`config.mk`:
```
export PLATFORM = sky130hd
export DESIGN_NAME = wb_interconnect
export DESIGN_NICKNAME = d
export VERILOG_FILES = /design/src/rtl/wb_ic_pkg.sv /design/src/rtl/wb_addr_decode.sv /design/src/rtl/wb_interconnect.sv
export SDC_FILE = /design/constraint.sdc
export NUM_CORES = 1
export LEC_CHECK = 0
export CORE_MARGIN = 2
export CORE_UTILIZATION = 45
export CTS_BUF_LIST = sky130_fd_sc_hd__clkbuf_4 sky130_fd_sc_hd__clkbuf_8
export CTS_CLUSTER_SIZE = 8
export DETAILED_ROUTE_END_ITERATION = 6
export PLACE_DENSITY = 0.87
export RECOVER_POWER = 25
export SKIP_CTS_REPAIR_TIMING = 1
export SLEW_MARGIN = 10
export SYNTH_ARGS = -nofsm -noshare
export SYNTH_HDL_FRONTEND = slang
export SYNTH_SLANG_ARGS = --single-unit
export TNS_END_PERCENT = 100
```
`constraint.sdc`:
```
create_clock -name clk -period 5.2 [get_ports clk]
set_input_delay 1.04 -clock clk [delete_from_list [all_inputs] [get_ports clk]]
set_output_delay 1.04 -clock clk [all_outputs]
set_load 0.005 [all_outputs]
```
`src/rtl/wb_ic_pkg.sv`:
```
// Shared types and default SoC address map for the Wishbone interconnect.
package wb_ic_pkg;

  typedef enum logic [1:0] {
    StIdle,
    StActive,
    StResp
  } ic_state_t;

  typedef enum logic [1:0] {
    CauseNone     = 2'b00,
    CauseUnmapped = 2'b01,
    CauseTimeout  = 2'b10,
    CauseSlave    = 2'b11
  } err_cause_t;

  localparam logic [31:0] SramBase  = 32'h8000_0000;
  localparam logic [31:0] SramMask  = 32'hF000_0000;
  localparam logic [31:0] ClintBase = 32'h0200_0000;
  localparam logic [31:0] ClintMask = 32'hFFFF_0000;
  localparam logic [31:0] LedBase   = 32'h0201_0000;
  localparam logic [31:0] LedMask   = 32'hFFFF_0000;

  // Slave 0 lands in the least significant slice of the packed vector.
  function automatic logic [95:0] pack_map3(input logic [31:0] s0, input logic [31:0] s1,
                                            input logic [31:0] s2);
    return {s2, s1, s0};
  endfunction

  localparam logic [95:0] SocSlvBase = pack_map3(SramBase, ClintBase, LedBase);
  localparam logic [95:0] SocSlvMask = pack_map3(SramMask, ClintMask, LedMask);

endpackage

```
`src/rtl/wb_addr_decode.sv`:
```
// Combinational address decoder: base/mask match per slave, lowest index wins.
module wb_addr_decode #(
  parameter int unsigned                        NumSlaves = 3,
  parameter int unsigned                        AddrWidth = 32,
  parameter int unsigned                        IdxWidth  = 2,
  parameter logic [NumSlaves*AddrWidth-1:0]     SlvBase   = '0,
  parameter logic [NumSlaves*AddrWidth-1:0]     SlvMask   = '0
) (
  input  logic [AddrWidth-1:0] adr_i,
  output logic                 hit_o,
  output logic [IdxWidth-1:0]  idx_o
);

  logic [NumSlaves-1:0] match;

  always_comb begin
    match = '0;
    for (int i = 0; i < int'(NumSlaves); i++) begin
      match[i] = (adr_i & SlvMask[i*AddrWidth +: AddrWidth]) ==
                 (SlvBase[i*AddrWidth +: AddrWidth] & SlvMask[i*AddrWidth +: AddrWidth]);
    end
  end

  // Scan downwards so the lowest matching index is the last one written.
  always_comb begin
    hit_o = |match;
    idx_o = '0;
    for (int i = int'(NumSlaves) - 1; i >= 0; i--) begin
      if (match[i]) idx_o = IdxWidth'(i);
    end
  end

endmodule

```
`src/rtl/wb_interconnect.sv`:
```
// Single-master, N-slave Wishbone interconnect with registered request path,
// unmapped/timeout/slave error responses and sticky fault capture.
module wb_interconnect
  import wb_ic_pkg::*;
#(
  parameter int unsigned                         NUM_SLAVES     = 3,
  parameter int unsigned                         ADDR_WIDTH     = 32,
  parameter int unsigned                         DATA_WIDTH     = 32,
  parameter int unsigned                         TIMEOUT_CYCLES = 255,
  parameter logic [NUM_SLAVES*ADDR_WIDTH-1:0]    SLV_BASE       = SocSlvBase,
  parameter logic [NUM_SLAVES*ADDR_WIDTH-1:0]    SLV_MASK       = SocSlvMask
) (
  input  logic                             clk,
  input  logic                             rst_n,
  input  logic                             m_cyc_i,
  input  logic                             m_stb_i,
  input  logic                             m_we_i,
  input  logic [DATA_WIDTH/8-1:0]          m_sel_i,
  input  logic [ADDR_WIDTH-1:0]            m_adr_i,
  input  logic [DATA_WIDTH-1:0]            m_dat_i,
  output logic [DATA_WIDTH-1:0]            m_dat_o,
  output logic                             m_ack_o,
  output logic                             m_err_o,
  output logic                             m_stall_o,
  output logic [NUM_SLAVES-1:0]            s_cyc_o,
  output logic [NUM_SLAVES-1:0]            s_stb_o,
  output logic                             s_we_o,
  output logic [DATA_WIDTH/8-1:0]          s_sel_o,
  output logic [ADDR_WIDTH-1:0]            s_adr_o,
  output logic [DATA_WIDTH-1:0]            s_dat_o,
  input  logic [NUM_SLAVES*DATA_WIDTH-1:0] s_dat_i,
  input  logic [NUM_SLAVES-1:0]            s_ack_i,
  input  logic [NUM_SLAVES-1:0]            s_err_i,
  input  logic                             err_clr_i,
  output logic                             err_valid_o,
  output logic [1:0]                       err_cause_o,
  output logic [ADDR_WIDTH-1:0]            err_addr_o
);

  localparam int unsigned SelWidth = DATA_WIDTH / 8;
  localparam int unsigned IdxWidth = (NUM_SLAVES > 1) ? $clog2(NUM_SLAVES) : 1;
  localparam int unsigned CntWidth = $clog2(TIMEOUT_CYCLES);
  localparam logic [CntWidth-1:0] CntLast = CntWidth'(TIMEOUT_CYCLES - 1);

  ic_state_t             state_q, state_d;
  logic [IdxWidth-1:0]   idx_q, idx_d;
  logic [CntWidth-1:0]   cnt_q, cnt_d;
  logic                  ack_q, ack_d, err_q, err_d;
  logic [DATA_WIDTH-1:0] rdat_q, rdat_d;
  logic                  we_q;
  logic [SelWidth-1:0]   sel_q;
  logic [ADDR_WIDTH-1:0] adr_q;
  logic [DATA_WIDTH-1:0] wdat_q;
  logic                  fvalid_q;
  err_cause_t            fcause_q;
  logic [ADDR_WIDTH-1:0] fadr_q;

  logic                  dec_hit;
  logic [IdxWidth-1:0]   dec_idx;
  logic                  latch;
  logic                  fault;
  err_cause_t            fault_cause;
  logic [ADDR_WIDTH-1:0] fault_adr;
  logic                  sel_ack, sel_err;
  logic [DATA_WIDTH-1:0] sel_rdat;

  wb_addr_decode #(
    .NumSlaves (NUM_SLAVES),
    .AddrWidth (ADDR_WIDTH),
    .IdxWidth  (IdxWidth),
    .SlvBase   (SLV_BASE),
    .SlvMask   (SLV_MASK)
  ) u_decode (
    .adr_i (m_adr_i),
    .hit_o (dec_hit),
    .idx_o (dec_idx)
  );

  // Only the latched slave is observed; everyone else's ack/err is ignored.
  always_comb begin
    sel_ack  = 1'b0;
    sel_err  = 1'b0;
    sel_rdat = '0;
    s_cyc_o  = '0;
    for (int i = 0; i < int'(NUM_SLAVES); i++) begin
      if (idx_q == IdxWidth'(i)) begin
        sel_ack    = s_ack_i[i];
        sel_err    = s_err_i[i];
        sel_rdat   = s_dat_i[i*DATA_WIDTH +: DATA_WIDTH];
        s_cyc_o[i] = (state_q == StActive);
      end
    end
  end

  always_comb begin
    state_d     = state_q;
    idx_d       = idx_q;
    cnt_d       = cnt_q;
    latch       = 1'b0;
    ack_d       = 1'b0;
    err_d       = 1'b0;
    rdat_d      = '0;
    fault       = 1'b0;
    fault_cause = CauseNone;
    unique case (state_q)
      StIdle: begin
        if (m_cyc_i && m_stb_i) begin
          latch = 1'b1;
          if (dec_hit) begin
            state_d = StActive;
            idx_d   = dec_idx;
            cnt_d   = '0;
          end else begin
            state_d     = StResp;
            err_d       = 1'b1;
            fault       = 1'b1;
            fault_cause = CauseUnmapped;
          end
        end
      end
      StActive: begin
        // Master abort beats any slave response arriving in the same cycle.
        if (!m_cyc_i) begin
          state_d = StIdle;
        end else if (sel_err) begin
          state_d     = StResp;
          err_d       = 1'b1;
          fault       = 1'b1;
          fault_cause = CauseSlave;
        end else if (sel_ack) begin
          state_d = StResp;
          ack_d   = 1'b1;
          rdat_d  = sel_rdat;
        end else if (cnt_q == CntLast) begin
          state_d     = StResp;
          err_d       = 1'b1;
          fault       = 1'b1;
          fault_cause = CauseTimeout;
        end else begin
          cnt_d = cnt_q + CntWidth'(1);
        end
      end
      StResp:  state_d = StIdle;
      default: state_d = StIdle;
    endcase
  end

  assign fault_adr = (state_q == StIdle) ? m_adr_i : adr_q;

  always_ff @(posedge clk or negedge rst_n) begin
    if (!rst_n) begin
      state_q <= StIdle;
      idx_q   <= '0;
      cnt_q   <= '0;
      ack_q   <= 1'b0;
      err_q   <= 1'b0;
      rdat_q  <= '0;
      we_q    <= 1'b0;
      sel_q   <= '0;
      adr_q   <= '0;
      wdat_q  <= '0;
    end else begin
      state_q <= state_d;
      idx_q   <= idx_d;
      cnt_q   <= cnt_d;
      ack_q   <= ack_d;
      err_q   <= err_d;
      rdat_q  <= rdat_d;
      if (latch) begin
        we_q   <= m_we_i;
        sel_q  <= m_sel_i;
        adr_q  <= m_adr_i;
        wdat_q <= m_dat_i;
      end
    end
  end

  // A fault raised together with a clear wins, so nothing is lost.
  always_ff @(posedge clk or negedge rst_n) begin
    if (!rst_n) begin
      fvalid_q <= 1'b0;
      fcause_q <= CauseNone;
      fadr_q   <= '0;
    end else if (fault && (!fvalid_q || err_clr_i)) begin
      fvalid_q <= 1'b1;
      fcause_q <= fault_cause;
      fadr_q   <= fault_adr;
    end else if (err_clr_i) begin
      fvalid_q <= 1'b0;
      fcause_q <= CauseNone;
      fadr_q   <= '0;
    end
  end

  assign s_stb_o     = s_cyc_o;
  assign s_we_o      = we_q;
  assign s_sel_o     = sel_q;
  assign s_adr_o     = adr_q;
  assign s_dat_o     = wdat_q;
  assign m_ack_o     = ack_q & m_cyc_i;
  assign m_err_o     = err_q & m_cyc_i;
  assign m_dat_o     = rdat_q;
  assign m_stall_o   = (state_q != StIdle);
  assign err_valid_o = fvalid_q;
  assign err_cause_o = fcause_q;
  assign err_addr_o  = fadr_q;

endmodule

```
# Word level (Yosys, flattened, before mapping)
# Index checks and enable logic that the tools add are counted.
word_totals:
  register_bits: 150
  in_bits: 176
  out_inout_bits: 145
  elab_cells: 103
classes:
  n_addsub: 1
  n_eq_ne: 14
  muxes: 60
  bitwise: 2
  reduce_logical: 13
op_table:
  columns: ["operator", "count"]
  rows:
  - ["2-to-1 mux 32 bit", 10]
  - ["2-to-1 mux 8 bit", 6]
  - ["equality test 16 x 10 -> 1 bit, second input constant", 2]
  - ["2-to-1 mux 2 bit", 15]
  - ["2-to-1 mux 1 bit", 25]
  - ["one-hot mux 8 bit (2 select lines)", 1]
  - ["inequality test 2 bit, second input constant", 6]
  - ["adder 8 x 1 -> 8 bit, second input constant", 1]
  - ["equality test 8 bit, second input constant", 1]
  - ["one-hot mux 2 bit (2 select lines)", 2]
  - ["AND reduction 7 bit", 1]
  - ["nonzero test 2 bit", 3]
  - ["inequality test 5 x 4 -> 1 bit, second input constant", 1]
  - ["equality test 2 x 1 -> 1 bit, second input constant", 2]
  - ["equality test 4 bit, second input constant", 1]
  - ["logical NOT 2 bit", 2]
  - ["AND reduction 3 bit", 1]
  - ["OR reduction 3 bit", 1]
  - ["bitwise AND 1 bit", 2]
  - ["equality test 2 bit, second input constant", 1]
  - ["logical AND 1 bit", 2]
  - ["one-hot mux 1 bit (2 select lines)", 1]
  - ["AND reduction 2 bit", 1]
  - ["logical NOT 1 bit", 1]
  - ["logical OR 1 bit", 1]

# Depth between registers and ports, before layout
logic_depth:
  word_depth: 10
  ltp_mapped: 9
  mapped_depth_nobuf: 8

# Hierarchy
# A second synthesis with hierarchy kept.
unflattened:
  cells_unflattened: 715
  hier_area_um2: 6917.9
modules_own_cells:
  columns: ["module", "instances", "cells_per_inst", "area_per_inst_um2", "seq_area_each_um2"]
  rows:
  - ["wb_interconnect", 1, 706, 6835.3, 3753.6]
  - ["wb_addr_decode", 1, 9, 82.6, 0.0]

# Worst setup path before layout
# Ideal clock, no wire load.
synth_path:
  path_kind: "reg-to-output"
  start: "register idx_q[0]"
  end: "output s_stb_o[1]"
  t_arrival_ns: 1.493
  path_slack_ns: 2.667
  stages_incl_launch_ff: 5
  n_path_buf: 3
  cell_sequence: "dfrtp_1 -> buf_2 -> buf_1 -> nor3b_1 -> buf_4"
synth_via:
  elab_chain_cells: 2
synth_lines:
  columns: ["element", "line", "rtl"]
  rows:
  - ["start, declared", "wb_interconnect.sv:46", "logic [IdxWidth-1:0] idx_q, idx_d;"]
  - ["start signal, assigned", "wb_interconnect.sv:164", "idx_q <= idx_d;"]
  - ["equality test 2 x 1 -> 1 bit", "wb_interconnect.sv:86", "if (idx_q == IdxWidth'(i)) begin"]
  - ["2-to-1 mux 1 bit", "wb_interconnect.sv:86", null]
  - ["end, declared", "wb_interconnect.sv:26", "output logic [NUM_SLAVES-1:0] s_stb_o,"]
# No other way between the ends.

# Worst setup path after layout
layout_path:
  start: "register idx_q[0]"
  end: "output s_cyc_o[1]"
layout_via:
  elab_chain_cells: 2
layout_lines:
  columns: ["element", "line", "rtl"]
  rows:
  - ["equality test 2 x 1 -> 1 bit", "wb_interconnect.sv:86", null]
  - ["2-to-1 mux 1 bit", "wb_interconnect.sv:86", null]
  - ["end, declared", "wb_interconnect.sv:25", "output logic [NUM_SLAVES-1:0] s_cyc_o,"]
# No other way between the ends.

==> qor.csv <==
metric,value,unit
status,"finished, violations left",
violations,"capacitance limit, slew limit",
dp_hpwl,15400,um
nets,1169,
antenna_left,0,
leakage,4.85,nW
clock_path_buffers,2,
fmax,0.280,GHz
powerDensity,276,mW/mm2
start_kind,register,
synth_edf_count,0,
grt_util_met1,32.7,%
whs,0.476,ns
hp-class,reg -> reg,
avgSynthCellArea,9.69,um2
maxSlewViolCount,115,
die_w,126,um
async_flop_share,100,%
hp-start,s_dat_o[26]$_DFFE_PN0P_,
r2r_setup_slack,2.41,ns
numCtsBuffers,17,
clock_sinks,150,
worstMarginPinSlew,2.77,ns
core.rowCount,44,
met2_usage,44.2,%
grt_overflow,0,
htreeDepth,4,
ys_seq_area_share,56.3,%
rr_startpoint,idx_q[1]$_DFFE_PN0P_,
path_clk_slew,0.08,ns
drt_iter0_drc,425,
end_kind,output pin,
syn_inst,688,
rsz0062_at_grt,false,
netlist_area,0.00667,mm2
top_usage_layer,met2,
maxCapViolCount,1,
io_pins,321,
clk_latency,0.44,ns
grt_use_met3,7.01,%
grt_pass1_wl,33000,um
start_util,46.1,%
cp.arrival,2.53,ns
grt_pass1_vias,6247,
die_area,0.0158,mm2
antenna_found_initial,2,
worstHoldPathCells,2,
syn_to_final_growth,55.5,%
drive_above_1_share,5.18,%
max-slew-margin-rel,-84.8,%
critPathKind,reg -> out,
fin_tns_setup,0,ns
wl_per_cell,17.6,um
cts_tree,yes,
core_area,0.0145,mm2
viasPerCell,5.24,
post-route-period-util,68.6,%
critPathMaxFanout,25,
crit_required,4.16,ns
ir_drop,0.139,mV
ys_ff_latch,150,
routed_wl,20900,um
synth_fp_nets,866,
setup_viol,0,
grt_usage,26.9,%
finClkSkew,0.00950,ns
rr_endpoint,m_dat_o[21]$_DFF_PN0_,
grt_max_degree,115,
finalHoldViolCount,0,
ys_warn_count,0,
drc,0,
r2r_cells,6,
cts_root_buf,clkbuf_8,
vias,6235,
fin_crit,3.57,ns
ys_types,40,
startpoint,idx_q[0]$_DFFE_PN0P_,
die_h,126,um
dr.pass1.iters,5,
port_buffers,320,
ys.flop_type,dfrtp_1,
gp_congestion,0.849,
hold_path_end,s_dat_o[26]$_DFFE_PN0P_,
worst max path at each step:
stage / endpoint / slack (ns) / cells past startpoint
floorplan: s_stb_o[1] / 2.67 / 4
global placement: m_ack_o / 1.83 / 3
detailed placement: m_ack_o / 1.80 / 3
CTS: s_cyc_o[1] / 1.57 / 3
global route: idx_q[0]$_DFFE_PN0P_ / 1.47 / 2
finish: s_cyc_o[1] / 1.63 / 3
state kept, by name, indices dropped and copies added, names as in the netlist:
name         cells
m_dat_o         32
ack_q            1
s_sel_o          4
err_addr_o      32
state_q          2
cnt_q            8
err_cause_o      2
s_dat_o         32
err_q            1
s_we_o           1
idx_q            2
err_valid_o      1
s_adr_o         32
worst max-delay path, stage by stage, from the launching register on:
cell and delay, ns:
dfrtp_2 0.64, buf_4 0.44, nor3b_1 0.32, clkdlybuf4s50_1 0.67
cells in the mapped netlist, drive strengths merged, types with 2 or more instances:
cell type,instances,area [um2]
and2,4,25.0
o22a,5,43.8
mux2i,68,681
and3,2,12.5
nand2b,2,12.5
inv,4,15.0
nand3,5,25.0
nand4,2,12.5
nand4bb,2,22.5
a21oi,36,180
nor2,68,258
buf,23,125
o2bb2ai,34,298
o21ai,8,40.0
nor3b,5,37.5
nand2,221,830
ha,2,25.0
nor3,6,35.0
nor2b,5,31.3
nor4,2,12.5
clkbuf,22,82.6
dfrtp,150,3750
layout make-up:
class	count	area [um2]
Fill cell	1086	4110
Sequential cell	150	3750
Timing Repair Buffer	329	3270
Multi-Input combinational cell	489	2720
Clock buffer	21	283
Tap cell	184	230
Clock inverter	11	98.8
Inverter	4	15.0
Antenna cell	2	5.00
metal layers:
layer / vias up / part of all wire (%) / routed length, um
met5: - / 0 / 0
met1: 2984 / 39 / 8100
met3: 57 / 7.8 / 1630
li1: 2894 / - / -
met4: 0 / 4.0 / 830
met2: 300 / 50 / 10400
kinds of logic (layout without fill, tap and decap cells):
logic type / Yosys count / count (layout) / synth area share (%)
flops: 150 / 150 / 56.3
buf+inv: 49 / 365 / 3.34
other cells: 0 / 2 / 0
mux: 68 / 68 / 10.2
compound gates: 90 / 90 / 9.51
fa+ha+maj: 2 / 2 / 0.375
simple gates: 329 / 329 / 20.3
power by group:
group / internal, mW / switching (mW) / leakage (nW) / total (mW)
Combinational: 0.391 / 0.246 / 2.71 / 0.637
Clock: 0.421 / 0.444 / 0.191 / 0.865
Sequential: 1.28 / 0.0804 / 1.95 / 1.36
placed cells by master (no fill, tap or decap), drive strengths merged, types with 3 or more instances in the layout:
cell type,count
o2bb2ai,34
clkinv,6
buf,9
nand2,221
nor2b,5
nand3,5
nor3b,5
clkinvlp,3
inv,5
clkbuf,22
nor3,6
o22a,5
mux2i,68
clkdlybuf4s50,319
nor2,68
o21ai,8
and2,4
a21oi,36
dfrtp,150
through the flow:
stage                     setup slack (ns)  cells  utilization (%)  area (um2)  power [mW]
after floorplan                       2.67    688                -        6670        1.56
after CTS                             1.57   1188             71.6       10400        2.89
final                                 1.63   1190             71.6       10400        2.86
after global placement                1.83   1156             69.0        9990        2.00
after detailed placement              1.80   1156             69.0        9990        2.02
after global routing                  1.47   1190             71.6       10400        3.00
No activity file was read; power rests on OpenSTA's default activity.
